[config.mk]
export PLATFORM = sky130hd
export DESIGN_NAME = cache_mem_arbiter_flat
export DESIGN_NICKNAME = d
export VERILOG_FILES = /design/src/rtl/cache_mem_arbiter_pkg.sv /design/src/rtl/cache_mem_arbiter_if.sv /design/src/rtl/cache_mem_arbiter.sv /design/src/flat_wrapper.sv
export SDC_FILE = /design/constraint.sdc
export NUM_CORES = 1
export LEC_CHECK = 0
export CORE_AREA = 2 2 103 105
export DETAILED_ROUTE_END_ITERATION = 8
export DIE_AREA = 0 0 105 107
export HOLD_SLACK_MARGIN = 0.02
export PLACE_DENSITY = 0.59
export SYNTH_ARGS = -nofsm -noshare
export SYNTH_HDL_FRONTEND = slang
export SYNTH_SLANG_ARGS = --single-unit
[constraint.sdc]
create_clock -name CLK -period 5.75 [get_ports CLK]
set_clock_uncertainty 0.15 [all_clocks]
set_input_delay 0.575 -clock CLK [delete_from_list [all_inputs] [get_ports CLK]]
set_output_delay 0.575 -clock CLK [all_outputs]
set_load 0.05 [all_outputs]
[src/rtl/cache_mem_arbiter_pkg.sv]
// Shared types for the cache/RAM arbiter: RAM word, RAM handshake state
// and arbiter grant state.
package cache_mem_arbiter_pkg;

   typedef logic [31:0] word_t;

   typedef enum logic [1:0] {
      FREE   = 2'd0,
      BUSY   = 2'd1,
      ACCESS = 2'd2,
      ERROR  = 2'd3
   } ramstate_t;

   typedef enum logic [1:0] {
      ARB_IDLE = 2'd0,
      ARB_D    = 2'd1,
      ARB_I    = 2'd2
   } arb_state_t;

   localparam int unsigned STARVE_MAX_DEFAULT = 4;

endpackage

[src/rtl/cache_mem_arbiter_if.sv]
// Cache-side request/response bundle between the icache/dcache pair and the
// memory arbiter. master = caches, slave = memory controller.
interface caches_if;
   import cache_mem_arbiter_pkg::*;

   logic  iREN;
   word_t iaddr;
   logic  iwait;
   word_t iload;

   logic  dREN;
   logic  dWEN;
   word_t daddr;
   word_t dstore;
   logic  dwait;
   word_t dload;

   modport master (
      output iREN, iaddr, dREN, dWEN, daddr, dstore,
      input  iwait, iload, dwait, dload
   );

   modport slave (
      input  iREN, iaddr, dREN, dWEN, daddr, dstore,
      output iwait, iload, dwait, dload
   );

endinterface

[src/rtl/cache_mem_arbiter.sv]
// Single-ported RAM arbiter for icache reads and dcache reads/writes, with
// zero-cycle forwarding from IDLE and a bounded icache starvation window.
module cache_mem_arbiter
   import cache_mem_arbiter_pkg::*;
#(
   parameter int unsigned STARVE_MAX = STARVE_MAX_DEFAULT
) (
   input  logic      CLK,
   input  logic      nRST,
   caches_if.slave   ccif,
   output logic      ramREN,
   output logic      ramWEN,
   output word_t     ramaddr,
   output word_t     ramstore,
   input  word_t     ramload,
   input  ramstate_t ramstate
);

   localparam int unsigned CW = $clog2(STARVE_MAX + 1);
   localparam logic [CW-1:0] STARVE_LIM = CW'(STARVE_MAX);

   arb_state_t    state, next_state, grant;
   logic [CW-1:0] starve_cnt, next_cnt;
   logic          d_req;
   logic          done;

   always_ff @(posedge CLK or negedge nRST) begin
      if (!nRST) begin
         state      <= ARB_IDLE;
         starve_cnt <= '0;
      end else begin
         state      <= next_state;
         starve_cnt <= next_cnt;
      end
   end

   // Grant comes from the winner in IDLE and from the register otherwise; the
   // whole block is gated by nRST so enables drop asynchronously on reset.
   always_comb begin
      grant      = ARB_IDLE;
      next_state = ARB_IDLE;
      next_cnt   = starve_cnt;
      d_req      = ccif.dREN | ccif.dWEN;
      done       = (ramstate == ACCESS);

      ccif.iwait = 1'b1;
      ccif.dwait = 1'b1;
      ccif.iload = '0;
      ccif.dload = '0;
      ramREN     = 1'b0;
      ramWEN     = 1'b0;
      ramaddr    = '0;
      ramstore   = '0;

      case (state)
         ARB_IDLE: begin
            if (ccif.iREN && starve_cnt == STARVE_LIM) grant = ARB_I;
            else if (d_req)                           grant = ARB_D;
            else if (ccif.iREN)                       grant = ARB_I;
         end
         ARB_D:   if (d_req)     grant = ARB_D;
         ARB_I:   if (ccif.iREN) grant = ARB_I;
         default: grant = ARB_IDLE;
      endcase

      if (!nRST) grant = ARB_IDLE;

      case (grant)
         ARB_D: begin
            ramaddr    = ccif.daddr;
            ramWEN     = ccif.dWEN;
            ramREN     = ccif.dREN & ~ccif.dWEN;
            ramstore   = ccif.dstore;
            ccif.dload = done ? ramload : '0;
            ccif.dwait = ~done;
            next_state = done ? ARB_IDLE : ARB_D;
         end
         ARB_I: begin
            ramaddr    = ccif.iaddr;
            ramREN     = 1'b1;
            ccif.iload = done ? ramload : '0;
            ccif.iwait = ~done;
            next_state = done ? ARB_IDLE : ARB_I;
         end
         default: next_state = ARB_IDLE;
      endcase

      if (!ccif.iREN)
         next_cnt = '0;
      else if (grant == ARB_I && done)
         next_cnt = '0;
      else if (grant == ARB_D && done && starve_cnt != STARVE_LIM)
         next_cnt = starve_cnt + CW'(1);
   end

endmodule

[src/flat_wrapper.sv]
// flat-port wrapper written by rule: the top's interface ports become plain ports
module cache_mem_arbiter_flat import cache_mem_arbiter_pkg::*;
#(
   parameter int unsigned STARVE_MAX = STARVE_MAX_DEFAULT
)
  (CLK, nRST, ramREN, ramWEN, ramaddr, ramstore, ramload, ramstate, ccif_iREN, ccif_iaddr, ccif_dREN, ccif_dWEN, ccif_daddr, ccif_dstore, ccif_iwait, ccif_iload, ccif_dwait, ccif_dload);
  caches_if ccif_i ();
  input  logic CLK;
  input  logic nRST;
  output logic ramREN;
  output logic ramWEN;
  output word_t ramaddr;
  output word_t ramstore;
  input  word_t ramload;
  input  ramstate_t ramstate;
  input wire logic [$bits(ccif_i.iREN)-1:0] ccif_iREN;
  input wire logic [$bits(ccif_i.iaddr)-1:0] ccif_iaddr;
  input wire logic [$bits(ccif_i.dREN)-1:0] ccif_dREN;
  input wire logic [$bits(ccif_i.dWEN)-1:0] ccif_dWEN;
  input wire logic [$bits(ccif_i.daddr)-1:0] ccif_daddr;
  input wire logic [$bits(ccif_i.dstore)-1:0] ccif_dstore;
  output wire logic [$bits(ccif_i.iwait)-1:0] ccif_iwait;
  output wire logic [$bits(ccif_i.iload)-1:0] ccif_iload;
  output wire logic [$bits(ccif_i.dwait)-1:0] ccif_dwait;
  output wire logic [$bits(ccif_i.dload)-1:0] ccif_dload;
  assign ccif_i.iREN = ccif_iREN;
  assign ccif_i.iaddr = ccif_iaddr;
  assign ccif_i.dREN = ccif_dREN;
  assign ccif_i.dWEN = ccif_dWEN;
  assign ccif_i.daddr = ccif_daddr;
  assign ccif_i.dstore = ccif_dstore;
  assign ccif_iwait = ccif_i.iwait;
  assign ccif_iload = ccif_i.iload;
  assign ccif_dwait = ccif_i.dwait;
  assign ccif_dload = ccif_i.dload;
  cache_mem_arbiter #(.STARVE_MAX(STARVE_MAX)) u_core (.CLK(CLK), .nRST(nRST), .ccif(ccif_i), .ramREN(ramREN), .ramWEN(ramWEN), .ramaddr(ramaddr), .ramstore(ramstore), .ramload(ramload), .ramstate(ramstate));
endmodule
Word level (Yosys, flattened, before mapping)
Index checks and enable logic that the tools add are counted.
- reduce and logical (&&, ||, !) cells: 5
- multipliers: 0
- bitwise logic cells: 4
- $lt $le $gt $ge: 0
- equality and inequality tests: 8
- shifts and indexed selects: 0
- divide/modulo/power cells: 0
- muxes and demuxes: 21
- $add $sub $neg: 1
- operators by type and width (kind ; number):
    32-bit two-way mux ; 4
    32-bit one-hot mux with 2 select lines ; 1
    2-bit two-way mux ; 5
    3-bit two-way mux ; 3
    2-bit equality test, second input constant ; 3
    2-bit one-hot mux with 3 select lines ; 1
    1-bit two-way mux ; 5
    2-bit by 1-bit equality test with 1-bit output, second input constant ; 2
    1-bit logical AND ; 4
    2-bit one-hot mux with 2 select lines ; 1
    3-bit by 1-bit adder with 3-bit output, second input constant ; 1
    3-bit equality test, second input constant ; 1
    3-bit by 1-bit inequality test with 1-bit output, second input constant ; 1
    3-bit inequality test, second input constant ; 1
    2-bit logical NOT ; 1
    1-bit NOT ; 2
    1-bit one-hot mux with 2 select lines ; 1
    1-bit bitwise AND ; 1
    1-bit OR ; 1
- output and inout port bits: 132
- memories: 0
- register bits after elaboration: 5
- ROM bits: 0
- bits in latches: 0
- bits in writable memories: 0
- word-level logic and storage cells: 41

Longest topological paths before layout
- depth after elaboration: 11
- gate-level depth with buffers: 11
- depth with buffers taken out: 10

Least setup slack after synthesis
Ideal clock, no wire load.
- kind: register to output
- start point: reg u_core.starve_cnt[0]
- end point: out ramaddr[0]
- required time: 5.025 ns
- data arrival time: 2.135 ns
- cell stages (with the launch flop): 11
- path slack: 2.890 ns
- cell sequence: dfrtp_1 -> inv_1 -> ha_1 -> and2_1 -> nand2_1 -> and3_1 -> ha_1 -> nor2b_1 -> buf_2 -> buf_2 -> a22o_1
- cells in the longest elaborated chain, start to end: 7
- elaborated cells between the ends (all ways): 8
- classes of those cells: eq/ne (3); mux (4); reduce/logical (1)
- ends and longest elaborated chain (what ; line ; source):
    start, declared ; cache_mem_arbiter.sv:23 ; logic [CW-1:0] starve_cnt, next_cnt;
    start signal, assigned ; cache_mem_arbiter.sv:33 ; starve_cnt <= next_cnt;
    3-bit equality test (*) ; cache_mem_arbiter.sv:57 ; if (ccif.iREN && starve_cnt == STARVE_LIM) grant = ARB_I;
    1-bit logical AND (*) ; cache_mem_arbiter.sv:57 ;
    2-bit two-way mux (*) ; cache_mem_arbiter.sv:57 ;
    2-bit one-hot mux with 3 select lines (*) ; cache_mem_arbiter.sv:55 ; case (state)
    2-bit two-way mux (*) ; cache_mem_arbiter.sv:66 ; if (!nRST) grant = ARB_IDLE;
    2-bit equality test / 2-bit by 1-bit equality test with 1-bit output (equally long branches) ; cache_mem_arbiter.sv:68 ; case (grant)
    32-bit one-hot mux with 2 select lines (*) ; cache_mem_arbiter.sv:68 ;
    end, declared ; flat_wrapper.sv:12 ; output word_t ramaddr;
Mark *: on every way between the ends. The rest lies on a longest branch, timed or not.

Worst setup path after layout
- start point: in ccif_dWEN
- end point: out ccif_dload[0]
- cells in the longest elaborated chain, start to end: 7
- elaborated cells between the ends (all ways): 8
- classes of those cells: eq/ne (1); mux (6); bitwise (1)
- ends and longest elaborated chain (what ; line ; source):
    start, declared ; flat_wrapper.sv:19 ; input wire logic [$bits(ccif_i.dWEN)-1:0] ccif_dWEN;
    1-bit OR (*) ; cache_mem_arbiter.sv:43 ; d_req = ccif.dREN | ccif.dWEN;
    2-bit two-way mux ; cache_mem_arbiter.sv:58 ; else if (d_req) grant = ARB_D;
    2-bit two-way mux ; cache_mem_arbiter.sv:57 ;
    2-bit one-hot mux with 3 select lines (*) ; cache_mem_arbiter.sv:55 ;
    2-bit two-way mux (*) ; cache_mem_arbiter.sv:66 ;
    2-bit by 1-bit equality test with 1-bit output (*) ; cache_mem_arbiter.sv:68 ;
    32-bit two-way mux (*) ; cache_mem_arbiter.sv:68 ;
    end, declared ; flat_wrapper.sv:25 ; output wire logic [$bits(ccif_i.dload)-1:0] ccif_dload;
Marks and branches as above.

==> impl_summary.txt <==
----------------------------------------------------
[Outcome]
  Result of the run ... completed

[Worst setup path]
  CP max-delay cell ... sky130_fd_sc_hd__clkdlybuf4s50_1
  Signal arrival time at the worst endpoint ... 3740 ps
  Crit Path Max Fanout ... 35
  Worst path required time ... slightly above 5000 ps
  Category of the worst setup path capture point ... primary output
  Element type at the critical path start ... primary input
  Worst stage delay on the critical path ... between 800 and 900 ps
  Critical setup path kind ... in -> out
  Critical path, cell by cell ... clkdlybuf4s50_1 -> nor2_1 -> nor2_1 -> and3_1 -> ha_1 -> buf_4 -> and3b_1 -> and2_1 -> clkdlybuf4s50_1

[Logic synthesis]
  Share of the yosys chip area belonging to registers ... under 10%
  Distinct cell type count after synthesis ... 23
  Flops & latches, synth ... 5
  Top cells by area, synth ... sky130_fd_sc_hd__and2_1 (45%), sky130_fd_sc_hd__a22o_1 (21%), sky130_fd_sc_hd__dfrtp_1 (9.2%), sky130_fd_sc_hd__ha_1 (3.7%), sky130_fd_sc_hd__buf_6 (3.3%)
  Xor and xnor area share after synthesis ... 0%
  Share of synthesized area spent on multiplexers ... 0%
  Post-synth top area share ... about 45%
  Post-Synthesis Cell Area ... between 1000 and 1500 sq um
  Largest area contributor in the synthesized netlist ... sky130_fd_sc_hd__and2_1
  Synthesized-area fraction occupied by and/or/nand/nor cells ... 53.80%
  Cells after Synth ... 190
  Main combinational cell family by area after synthesis ... simple AND/OR/NAND/NOR gates
  Synth Area in Adders ... under 10%
  Avg Inst Size Synth ... between 7 and 8 sq um
  Yosys warnings ... 0
  Complex-gate fraction of the synthesized area ... a little under a quarter
  Synth Net Count ... between 300 and 400

[Clock tree]
  Number of hold buffers added after cts ... 0
  Clock Sink Count ... 5
  Number of gates resized after cts ... 0
  Clock transition time at the flip-flop clock pins of the worst setup and hold paths ... roughly 40 ps
  Number of buffers created by CTS ... 3
  Clk buf depth ... 2
  Clock root cell ... sky130_fd_sc_hd__clkbuf_8
  Insertion delay of the later-clocked pin in the worst-skew pair ... 230 ps
  CTS tree ... built
  Number of buffers added for setup after CTS ... 0
  Total number of H-tree levels ... 1

[Detailed routing]
  Drt drc ... 0
  Routed WL per cell ... about 14 um
  DR iter-0 viols ... between 100 and 150
  Count of nets left with antenna violations after detail routing ... 0
  Number of vias in the routed layout ... 2319
  Aggregate routed wire length ... approximately 8.4 mm
  Number of optimization iterations in the first detailed-route pass ... 4
  Per-cell via count in the routed design ... between 3 and 4

[Die]
  Die footprint ... between 10000 and 15000 sq um
  Std-Cell Core Area ... about 10000 sq um
  Height of the die ... roughly 110 um
  Die span in x ... about 110 um
  Number of top-level pins ... roughly 270
  Starting Density ... ~14%
  Placement row count ... 37

[Global routing]
  Via count of the first global-routing pass ... 2426
  Total global routing overflow ... 0
  Total global-route track usage ... ~14%
  Antenna violations before repair ... 0
  Maximum number of pins on one net before global-route repair ... 36
  First-pass GRT wire length ... 12.66 mm

[Placed design]
  Count of port buffers added during placement ... roughly 270
  Half-perimeter wire length after detailed placement ... between 7 and 8 mm
  Last weighted congestion value of the routability-driven placer ... between 0.8 and 0.9

[STA]
  Final Hold Fails ... 0
  Worst Max-Slew Pin Slew ... slightly below 900 ps
  Final Max Slew Viols ... 0
  Setup repair after global routing missed its margin ... false
  Highest attainable clock frequency ... ~220 MHz
  Final-report setup violation count ... 0
  Slew Limit Headroom ... ~41%
  Final-layout setup total negative slack ... 0 ps
  Part of the cycle the worst path needs ... about 78%
  Post-route minimum period ... approximately 4500 ps

[Power]
  Power density relative to cell area ... 98.63 nW/um^2
  Max IR drop VDD ... around 0.046 mV
  Leakage dissipation ... ~1.6 nW

[Layout]
  # diodes ... 0
  Post-layout net count ... between 500 and 600
  Commonest cells after routing, fill and taps aside ... sky130_fd_sc_hd__clkdlybuf4s50_1 (266), sky130_fd_sc_hd__and2_1 (98), sky130_fd_sc_hd__a22o_1 (32)
  Fraction of final layout cells sized beyond drive strength 1 ... roughly 2.7%
  P&R area growth vs syn ... 205.4%
  Final core utilization ... 41.31%
  Leading cell type in the layout, fill and taps excluded ... sky130_fd_sc_hd__clkdlybuf4s50_1

[Min path]
  Hold crit path type ... reg -> reg

[Run]
  Max-cap viol count ... 0

----------------------------------------------------
cell type report:
class                   count  area (sq um)
clock buffers               3         41.29
clock inverters             1         5.005
fillers                  1032          5923
inverters                   5         18.77
multi-input cells         162          1116
flip-flops and latches      5         125.1
well taps                 136         170.2
repair buffers            270          2693
cell usage after synthesis (all sizes together):
library cell  instances
o21ai                 2
and3                  1
ha                    4
a22o                 32
nand2                 3
buf                   9
and2                 98
and3b                 2
inv                   5
nand3                 3
nor2b                 6
dfrtp                 5
a31o                  1
a21oi                 4
nor2                  2
nand2b                1
a21o                  1
nor3                  1
and4b                 1
clkbuf                9
through the flow:
stage	std cells	power, mW	area [sq um]	hold slack (ps)	setup WS (ps)
after global routing	582	0.4320	4169	464.0	924.9
after CTS	582	0.4154	4169	422.0	1192
final	582	0.4112	4169	423.2	1287
after floorplan	190	0.1887	1365	129.4	2890
after detailed placement	578	0.3465	4123	417.1	1186
after global placement	578	0.3453	4123	400.4	1207
power by group:
group	internal [mW]	switching (mW)	total (mW)
sequential	0.0362	0.000437	0.0366
combinational	0.149	0.159	0.308
clock	0.0467	0.0200	0.0667
total	0.232	0.179	0.411
kinds of logic after synthesis:
kind of cell | after synthesis
simple gates | 118
compound gates | 40
buf+inv | 23
flops | 5
fa+ha+maj | 4
registers in the layout, summed over array words and instances (netlist names):
register and flops:
u_core.starve_cnt 3, u_core.state 2
routing by layer:
layer	wire (um)	GRT usage (%)
met2	4345	26.44
met3	890	6.444
met5	0	0
met4	176	3.714
met1	2994	13.81
critical path: cells and delay by family:
| kind | cells | cell delay (ps) |
|---|---|---|
| buf+inv | 3 | 1560 |
| fa+ha+maj | 1 | 140 |
| simple gates | 5 | 1450 |
path summary, 6_finish.rpt:
kind | start | end | slack [ps] | cells past startpoint
setup / recovery | ccif_dWEN | ccif_dload[0] | 1290 | 9
hold / removal | u_core.starve_cnt[2]$_DFFE_PN0P_ | u_core.starve_cnt[2]$_DFFE_PN0P_ | 420 | 2
setup reg to reg | u_core.starve_cnt[0]$_DFFE_PN0P_ | u_core.starve_cnt[2]$_DFFE_PN0P_ | 2710 | 11
hold reg to reg | u_core.starve_cnt[2]$_DFFE_PN0P_ | u_core.starve_cnt[2]$_DFFE_PN0P_ | 420 | 2
max in group asynchronous | nRST | u_core.state[1]$_DFF_PN0_ | 4740 | 1
min in group asynchronous | nRST | u_core.starve_cnt[1]$_DFFE_PN0P_ | 470 | 1
(Power assumes the default switching activity.)
